File: config.mk
export PLATFORM = sky130hd
export DESIGN_NAME = fconv_ser_rx
export DESIGN_NICKNAME = d
export VERILOG_FILES = /design/src/rtl/fconv_pkg.sv /design/src/rtl/fconv_ser_shift.sv /design/src/rtl/fconv_ser_rx.sv
export SDC_FILE = /design/constraint.sdc
export NUM_CORES = 1
export LEC_CHECK = 0
export BUFFER_PORTS_ARGS = -buffer_cell sky130_fd_sc_hd__buf_2
export CORE_MARGIN = 1
export CORE_UTILIZATION = 50
export CTS_BUF_LIST = sky130_fd_sc_hd__clkbuf_2
export CTS_CLUSTER_SIZE = 25
export DETAILED_ROUTE_END_ITERATION = 8
export HOLD_SLACK_MARGIN = 0.15
export PLACE_DENSITY = 0.8
export SLEW_MARGIN = 20
export SYNTH_ARGS = -nofsm -noshare
export SYNTH_HDL_FRONTEND = slang
export SYNTH_SLANG_ARGS = --single-unit
File: constraint.sdc
create_clock -name clk -period 1.6 [get_ports clk]
set_input_delay 0.08 -clock clk [delete_from_list [all_inputs] [get_ports clk]]
set_output_delay 0.08 -clock clk [all_outputs]
set_load 0.1 [all_outputs]
File: src/rtl/fconv_pkg.sv
// ============================================================================
// Module  : fconv_pkg
// Brief   : Shared widths, state encoding and constants for the fConv front end
// Revision: 1.0
// ============================================================================
`default_nettype none

package fconv_pkg;

    localparam int FCONV_D_W = 12;

    // Most-negative 12-bit value; the converter treats it specially, the receiver does not
    localparam logic [FCONV_D_W-1:0] FCONV_SPECIAL = 12'h800;

    typedef enum logic [0:0] {
        IDLE  = 1'b0,
        SHIFT = 1'b1
    } fconv_state_e;

endpackage

`default_nettype wire

File: src/rtl/fconv_ser_shift.sv
// ============================================================================
// Module  : fconv_ser_shift
// Brief   : MSB-first shift register and bit counter with per-strobe event flags
// Revision: 1.0
// ============================================================================
`default_nettype none

module fconv_ser_shift
    import fconv_pkg::*;
#(
    parameter int WIDTH = FCONV_D_W
) (
    input  logic             clk,
    input  logic             rst_n,
    input  logic             i_en,
    input  logic             i_frame,
    input  logic             i_data,
    input  logic             i_busy,
    output logic             o_start,
    output logic             o_shift,
    output logic             o_abort,
    output logic             o_done,
    output logic [WIDTH-1:0] o_word
);

    localparam int            CW     = $clog2(WIDTH + 1);
    localparam logic [CW-1:0] C_LAST = CW'(WIDTH - 1);

    // Only WIDTH-1 bits need storing: the final bit is taken straight from i_data
    logic [WIDTH-2:0] r_shift;
    logic [CW-1:0]    r_cnt;

    assign o_start = i_en & i_frame & ~i_busy;
    assign o_shift = i_en & i_frame & i_busy;
    assign o_abort = i_en & ~i_frame & i_busy;
    assign o_done  = o_shift & (r_cnt == C_LAST);
    assign o_word  = {r_shift, i_data};

    always_ff @(posedge clk or negedge rst_n) begin
        if (!rst_n) begin
            r_shift <= '0;
            r_cnt   <= '0;
        end else if (o_start) begin
            r_shift <= {{(WIDTH-2){1'b0}}, i_data};
            r_cnt   <= CW'(1);
        end else if (o_done || o_abort) begin
            r_shift <= '0;
            r_cnt   <= '0;
        end else if (o_shift) begin
            r_shift <= o_word[WIDTH-2:0];
            r_cnt   <= r_cnt + 1'b1;
        end
    end

endmodule

`default_nettype wire

File: src/rtl/fconv_ser_rx.sv
// ============================================================================
// Module  : fconv_ser_rx
// Brief   : Framed serial receiver feeding fConv's D input via valid/ready,
//           with sticky framing/overrun flags and a saturating word counter
// Revision: 1.0
// ============================================================================
`default_nettype none

module fconv_ser_rx
    import fconv_pkg::*;
#(
    parameter int WIDTH = FCONV_D_W,
    parameter int CNT_W = 8
) (
    input  logic             clk,
    input  logic             rst_n,
    input  logic             i_ser_en,
    input  logic             i_ser_frame,
    input  logic             i_ser_data,
    input  logic             i_err_clr,
    input  logic             i_d_ready,
    output logic [WIDTH-1:0] o_d_out,
    output logic             o_d_valid,
    output logic             o_frm_err,
    output logic             o_overrun,
    output logic [CNT_W-1:0] o_wcount
);

    fconv_state_e     r_state;
    fconv_state_e     w_state_nxt;
    logic             w_busy;
    logic             w_start;
    logic             w_shift;
    logic             w_abort;
    logic             w_done;
    logic [WIDTH-1:0] w_word;
    logic             w_load;
    logic             w_drop;

    logic [WIDTH-1:0] r_d_out;
    logic             r_d_valid;
    logic             r_frm_err;
    logic             r_overrun;
    logic [CNT_W-1:0] r_wcount;

    fconv_ser_shift #(
        .WIDTH (WIDTH)
    ) u_shift (
        .clk     (clk),
        .rst_n   (rst_n),
        .i_en    (i_ser_en),
        .i_frame (i_ser_frame),
        .i_data  (i_ser_data),
        .i_busy  (w_busy),
        .o_start (w_start),
        .o_shift (w_shift),
        .o_abort (w_abort),
        .o_done  (w_done),
        .o_word  (w_word)
    );

    always_ff @(posedge clk or negedge rst_n) begin
        if (!rst_n) begin
            r_state <= IDLE;
        end else begin
            r_state <= w_state_nxt;
        end
    end

    always_comb begin
        w_state_nxt = r_state;
        case (r_state)
            IDLE:    if (w_start) w_state_nxt = SHIFT;
            SHIFT:   if (w_done || w_abort) w_state_nxt = IDLE;
            default: w_state_nxt = IDLE;
        endcase
    end

    always_comb begin
        w_busy = (r_state == SHIFT);
    end

    // The holding register frees up on the same edge it is consumed
    assign w_load = w_done & (~r_d_valid | i_d_ready);
    assign w_drop = w_done & ~w_load;

    always_ff @(posedge clk or negedge rst_n) begin
        if (!rst_n) begin
            r_d_out   <= '0;
            r_d_valid <= 1'b0;
            r_wcount  <= '0;
        end else if (w_load) begin
            r_d_out   <= w_word;
            r_d_valid <= 1'b1;
            if (r_wcount != {CNT_W{1'b1}}) begin
                r_wcount <= r_wcount + 1'b1;
            end
        end else if (r_d_valid && i_d_ready) begin
            r_d_valid <= 1'b0;
        end
    end

    // Set takes priority over clear so a coincident event is never lost
    always_ff @(posedge clk or negedge rst_n) begin
        if (!rst_n) begin
            r_frm_err <= 1'b0;
            r_overrun <= 1'b0;
        end else begin
            if (w_abort)        r_frm_err <= 1'b1;
            else if (i_err_clr) r_frm_err <= 1'b0;
            if (w_drop)         r_overrun <= 1'b1;
            else if (i_err_clr) r_overrun <= 1'b0;
        end
    end

    assign o_d_out   = r_d_out;
    assign o_d_valid = r_d_valid;
    assign o_frm_err = r_frm_err;
    assign o_overrun = r_overrun;
    assign o_wcount  = r_wcount;

endmodule

`default_nettype wire

==> out/results.tsv, run 1 <==
stage	metric	value	unit
die	Die H	59.1	um
clocking	Sinks on Clock Net	39	
timing	final slew viol count	0	
global_routing	met1 GRT Util	24.0	%
layout	Area growth syn-to-layout	25.6	%
setup_path	Setup Crit Path Kind	reg -> reg	
timing	RSZ-0062 raised after global routing	no	
pwr	worst vdd ir	0.424	mV
worst_hold_path	HP Start	i_err_clr	
setup_path	worst-path cell chain	ha_1 > and3b_2 > nand3_4 > nor2_4 > mux2_4	
drt	remaining antenna violation count	0	
layout	fin nets	205	
setup_path	end of the worst register-to-register path	o_wcount[1]	
die	Site Rows	20	
global_routing	met3 usage	6.33	%
drt	detailed-route via count	1245	
synthesis	register bit total from synthesis	39	
clocking	worst-skew pair later-pin latency	0.38	ns
global_routing	initial antenna violation count	0	
setup_path	crit start category	register	
drt	Pre-Repair DR Iteration Count	4	
timing	Hold Fails Final Rpt	0	
global_routing	grt ovf	0	
timing	Tmin final	1.53	ns
global_routing	largest net degree at the start of global routing	24	
synthesis	synthesized area	0.00163	mm^2
synthesis	Syn Nets	158	
setup_path	CP max FO	6	
setup_path	critical path's slowest cell	dfrtp_1	
synthesis	ranking of synthesized cells by area	dfrtp_1 60%, nand2_1 9.9%, a22o_1 5.9%	
layout	footprint of the multi-input gates	647	um^2
timing	Final setup viols	0	
layout	fillers	247	
die	core area	0.00308	mm^2
synthesis	Yosys cell types	30	
clocking	H-Tree Depth	2	
setup_path	worst setup path end	o_wcount[1]	
drt	Vias per Instance	5.17	
drt	DR WL/cell	12.8	um
setup_path	WP data arrival	1.81	ns
synthesis	YS warnings	0	
placed_design	DP HPWL	2.25	mm
die	full die area	0.00349	mm^2
clocking	clk buf depth	2	
worst_hold_path	HP Class	in -> reg	
synthesis	Mean Syn Cell Area	10.9	um^2
synthesis	Post-synth EDFFs	0	
synthesis	Synth async-reset ratio	100	%
layout	layout cell share with drive strength beyond 1	31.0	%
die	I/O pins	30	
timing	clk_skew	0.0177	ns
drt	DRT iter0 DRCs	43	
global_routing	GRT Total Usage	20.4	%
synthesis	Post-Syn Instances	149	
setup_path	crit end category	register	
drt	Residual DRC	0	
placed_design	gpl congestion	0.877	
placed_design	placed insts	223	
clocking	clock slew at reported path FFs	0.17	ns
global_routing	first-pass GRT wire length	5.09	mm
placed_design	DP Area	0.00191	mm^2
global_routing	number of global-route vias before repair	1176	
synthesis	sequential share of the synthesized area	59.9	%
synthesis	count leader, synth	nand2_1	
clocking	CTS tree	yes	
clocking	CTS buffer count	5	
drt	Total Wirelength	3.08	mm
layout	ANT cells	0	
layout	post-route cell area	0.00205	mm^2
setup_path	r2r setup slk	0.07	ns
setup_path	worst setup path start	u_shift.r_cnt[1]	
die	chip width	59.1	um
synthesis	area share of the largest cell type after synthesis	59.9	%
global_routing	met2 global-route usage	33.9	%
synthesis	top post-synthesis cells by count	43 x nand2_1, 39 x dfrtp_1, 11 x a22o_1	
setup_path	WP data required	1.88	ns
timing	fmax	653	MHz
die	Initial Util	52.9	%
global_routing	busiest metal layer after global routing	met2	
flow_run	max cap viols	0	
pwr	Leak	1.07	nW
pwr	Pwr Density	770	mW/mm^2
timing	crit share post-route	95.7	%
layout	Storage cell area	995	um^2
timing	worst slew pin tran	0.724	ns
pwr	PnR Total Power	1.58	mW
status	run status	completed	
timing	worst rel slew slack	51.6	%
setup_path	Crit path largest cell delay	0.41	ns
synthesis	post-synth top area cell	dfrtp_1	
setup_path	r2r startpoint	u_shift.r_cnt[1]	
setup_path	Worst R2R Path Depth	5	
placed_design	port buffer count	29	
synthesis	Main synth FF type	dfrtp_1	
layout	final std cells w/o fill	241	
clocking	clock root buffer	clkbuf_2	
layout by cell type, fill, tap and decap left out, types with 3 or more instances in the layout:
cell           count
nand2_1           43
buf_4              6
xor2_1             3
inv_1              3
dfrtp_1           30
dfrtp_2            6
o21ai_0            3
dfrtp_4            3
xnor2_1            4
dlygate4sd3_1      9
buf_2             29
nor2_1             5
nand3_1            5
clkbuf_2           6
a22o_1            11
what timing repair did:
action | CTS | global route
buffers inserted | 0 | 1
setup endpoints to repair | 0 | 15
resized for setup | 0 | 2
endpoints found under the hold margin | 48 | 0
hold buffers | 9 | 0
kinds of logic (layout without fill, tap and decap cells):
logic type      count (synthesis)  in the layout  synth area share, %
simple gates                   71             71                 21.8
flops                          39             39                 59.9
compound gates                 21             21                 9.83
buf+inv                         8             56                 2.46
xor+xnor                        7              7                 3.76
fa+ha+maj                       2              2                 1.54
mux                             1              1                0.691
through the flow:
stage	setup WS [ns]	hold WS (ns)	setup TNS (ns)	util (%)
2_1_floorplan	-0.0501	-0.216	-0.0501	-
3_3_place_gp	0.116	0.0315	0	61.9
3_5_place_dp	0.0801	0.0426	0	61.9
4_1_cts	0.0607	0.414	0	66.1
5_1_grt	0.000404	0.414	0	66.5
6_report	0.0686	0.450	0	66.5
final cells by class:
type | count | area share [%]
Clock inverter | 2 | 0.367
Tap cell | 44 | 2.69
Clock buffer | 6 | 1.47
Inverter | 3 | 0.550
Multi-Input combinational cell | 102 | 31.6
Timing Repair Buffer | 45 | 14.7
Sequential cell | 39 | 48.6
flip-flops by register name (all words and copies together), names as in the netlist:
name / cells
o_d_out: 12
o_d_valid: 1
o_frm_err: 1
o_overrun: 1
o_wcount: 8
r_state: 1
u_shift.r_cnt: 4
u_shift.r_shift: 11
power breakdown:
group	internal (mW)	total (mW)	leakage (nW)	switching, mW
registers	1.01	1.03	0.521	0.0200
clock network	0.105	0.392	0.0281	0.287
logic	0.0701	0.155	0.517	0.0851
worst max-delay path: cells and delay by family, from the launching register on:
family | cells | cell delay, ns
fa+ha+maj | 1 | 0.20
flops | 1 | 0.41
mux | 1 | 0.30
simple gates | 3 | 0.54
how the worst min path moves through the flow:
stage | endpoint | depth (start not counted)
final | o_overrun | 3
after global routing | o_overrun | 3
after CTS | o_overrun | 3
after detailed placement | o_d_out[10] | 1
after global placement | o_d_out[10] | 1
after floorplan | o_d_out[0] | 0
layer usage:
layer	vias up	part of all wire, %	wire length (um)
met5	-	0	0
met4	0	2.5	77
met3	9	4.8	147
met2	34	47	1440
met1	603	46	1410
li1	599	-	-
Note: power is estimated with default switching activity, not from simulation.
==> inputs of run 2 (changes only) <==
--- a/config.mk
+++ b/config.mk
@@ -7,12 +7,12 @@
 export LEC_CHECK = 0
 export BUFFER_PORTS_ARGS = -buffer_cell sky130_fd_sc_hd__buf_2
 export CORE_MARGIN = 1
-export CORE_UTILIZATION = 50
-export CTS_BUF_LIST = sky130_fd_sc_hd__clkbuf_2
+export CORE_UTILIZATION = 48
+export CTS_BUF_LIST = sky130_fd_sc_hd__clkbuf_4 sky130_fd_sc_hd__clkbuf_8 sky130_fd_sc_hd__clkbuf_16
 export CTS_CLUSTER_SIZE = 25
 export DETAILED_ROUTE_END_ITERATION = 8
 export HOLD_SLACK_MARGIN = 0.15
-export PLACE_DENSITY = 0.8
+export PLACE_DENSITY = 0.77
 export SLEW_MARGIN = 20
 export SYNTH_ARGS = -nofsm -noshare
 export SYNTH_HDL_FRONTEND = slang
==> out/results.tsv, run 2 (same netlist as run 1, synthesis figures left out) <==
stage	metric	value	unit
status	run status	completed	
clocking	worst-skew pair later-pin latency	0.35	ns
global_routing	grt ovf	0	
placed_design	port buffer count	29	
timing	Hold Fails Final Rpt	0	
layout	Area growth syn-to-layout	28.9	%
global_routing	number of global-route vias before repair	1241	
drt	Vias per Instance	5.26	
die	core area	0.00313	mm^2
placed_design	Post-Place Setup Slack	0.0753	ns
timing	final slew viol count	0	
setup_path	crit start category	register	
drt	Residual DRC	0	
layout	layout cell share with drive strength beyond 1	32.5	%
drt	DRT iter0 DRCs	46	
setup_path	Setup Crit Path Kind	reg -> reg	
setup_path	critical path's slowest cell	dfrtp_1	
placed_design	DP HPWL	2.22	mm
pwr	worst vdd ir	0.751	mV
global_routing	first-pass GRT wire length	5.46	mm
drt	remaining antenna violation count	0	
die	Die H	60.3	um
flow_run	max cap viols	0	
setup_path	worst setup path start	u_shift.r_cnt[1]	
timing	Tmin final	1.54	ns
layout	post-route cell area	0.00210	mm^2
setup_path	r2r setup slk	0.06	ns
setup_path	crit end category	register	
setup_path	Crit path max-delay family	simple AND/OR/NAND/NOR gates	
setup_path	Crit path largest cell delay	0.41	ns
clocking	Sinks on Clock Net	39	
layout	ANT cells	0	
timing	slack of the critical path	0.0625	ns
die	Initial Util	52.1	%
drt	Pre-Repair DR Iteration Count	4	
layout	commonest non-fill, non-tap cell in the layout	nand2_1	
worst_hold_path	HP Class	in -> async	
clocking	clock root buffer	clkbuf_4	
timing	worst rel slew slack	67.3	%
placed_design	DP Area	0.00189	mm^2
timing	Fin Setup TNS	0	ns
setup_path	CP max FO	5	
timing	crit share post-route	96.1	%
global_routing	initial antenna violation count	0	
layout	Largest register FFs	12	
global_routing	largest net degree at the start of global routing	25	
pwr	Pwr Density	952	mW/mm^2
drt	DR WL/cell	13.5	um
setup_path	worst path buffer plus inverter count	0	
timing	Final setup viols	0	
timing	worst slew pin tran	0.493	ns
setup_path	end of the worst register-to-register path	o_wcount[1]	
placed_design	gpl congestion	0.760	
global_routing	GRT Total Usage	21.3	%
pwr	PnR Total Power	2.00	mW
drt	detailed-route via count	1267	
setup_path	WP data required	1.84	ns
layout	fin nets	205	
die	full die area	0.00363	mm^2
die	I/O pins	30	
layout	most frequent cells in the layout	43 x nand2_1, 30 x dfrtp_1, 29 x buf_2	
die	Site Rows	20	
clocking	clk buf depth	2	
setup_path	r2r startpoint	u_shift.r_cnt[1]	
timing	RSZ-0062 raised after global routing	yes	
die	chip width	60.3	um
drt	Total Wirelength	3.26	mm
setup_path	Worst R2R Path Depth	5	
timing	clk_skew	0.0135	ns
setup_path	worst-path cell chain	ha_2 > and3b_2 > nand3_4 > nor2_4 > mux2_4	
clocking	H-Tree Depth	2	
timing	fmax	650	MHz
clocking	CTS buffer count	5	
setup_path	WP data arrival	1.78	ns
clocking	clock slew at reported path FFs	0.12	ns
pwr	Leak	1.09	nW
clocking	CTS tree	yes	
run 2: worst max-delay path by stage:
| stage | cells after the start | slack, ns | endpoint |
|---|---|---|---|
| finish | 5 | 0.06 | o_wcount[1] |
| global route | 5 | -0.007 | o_wcount[1] |
| CTS | 6 | 0.04 | o_d_out[0] |
| detailed placement | 6 | 0.08 | o_d_out[0] |
| global placement | 5 | 0.11 | o_wcount[1] |
| floorplan | 5 | -0.05 | o_wcount[1] |
run 2: cell type report:
type	instances	area, um^2
Multi-Input combinational cell	102	646
Clock inverter	2	60.1
Sequential cell	39	995
Clock buffer	6	45.0
Fill cell	253	1030
Inverter	3	11.3
Timing Repair Buffer	45	288
Tap cell	44	55.1
run 2: power by group:
group	switching, mW	internal [mW]
sequential	0.0199	1.01
combinational	0.0834	0.0674
clock	0.317	0.505
run 2: repair_timing:
| action | 4_1_cts | 5_1_grt |
|---|---|---|
| hold endpoints to repair | 47 | 0 |
| gates resized for setup | 0 | 2 |
| hold buffers | 9 | 0 |
| setup endpoints to repair | 0 | 21 |
| buffers inserted | 0 | 1 |
run 2: layer usage:
layer	share of wire (%)	global-route usage (%)	wire length (um)
met1	46	27.1	1490
met2	49	33.6	1600
met3	3.5	6.49	114
met4	1.8	8.97	59
met5	0	0	0
run 2: worst register-to-register path: cells and delay by family, from the launching register on:
kind	cells	cell delay, ns
AND/OR/NAND/NOR	3	0.52
flip-flops	1	0.41
multiplexers	1	0.31
adder cells (fa/ha/maj)	1	0.21
run 2: stage by stage:
step                hold slack (ns)  instances  util [%]
floorplan                    -0.216        149         -
global placement           -0.00258        223      60.5
detailed placement          0.00485        223      60.5
CTS                           0.282        240      66.8
global route                  0.299        241      67.1
finish                        0.281        241      67.1
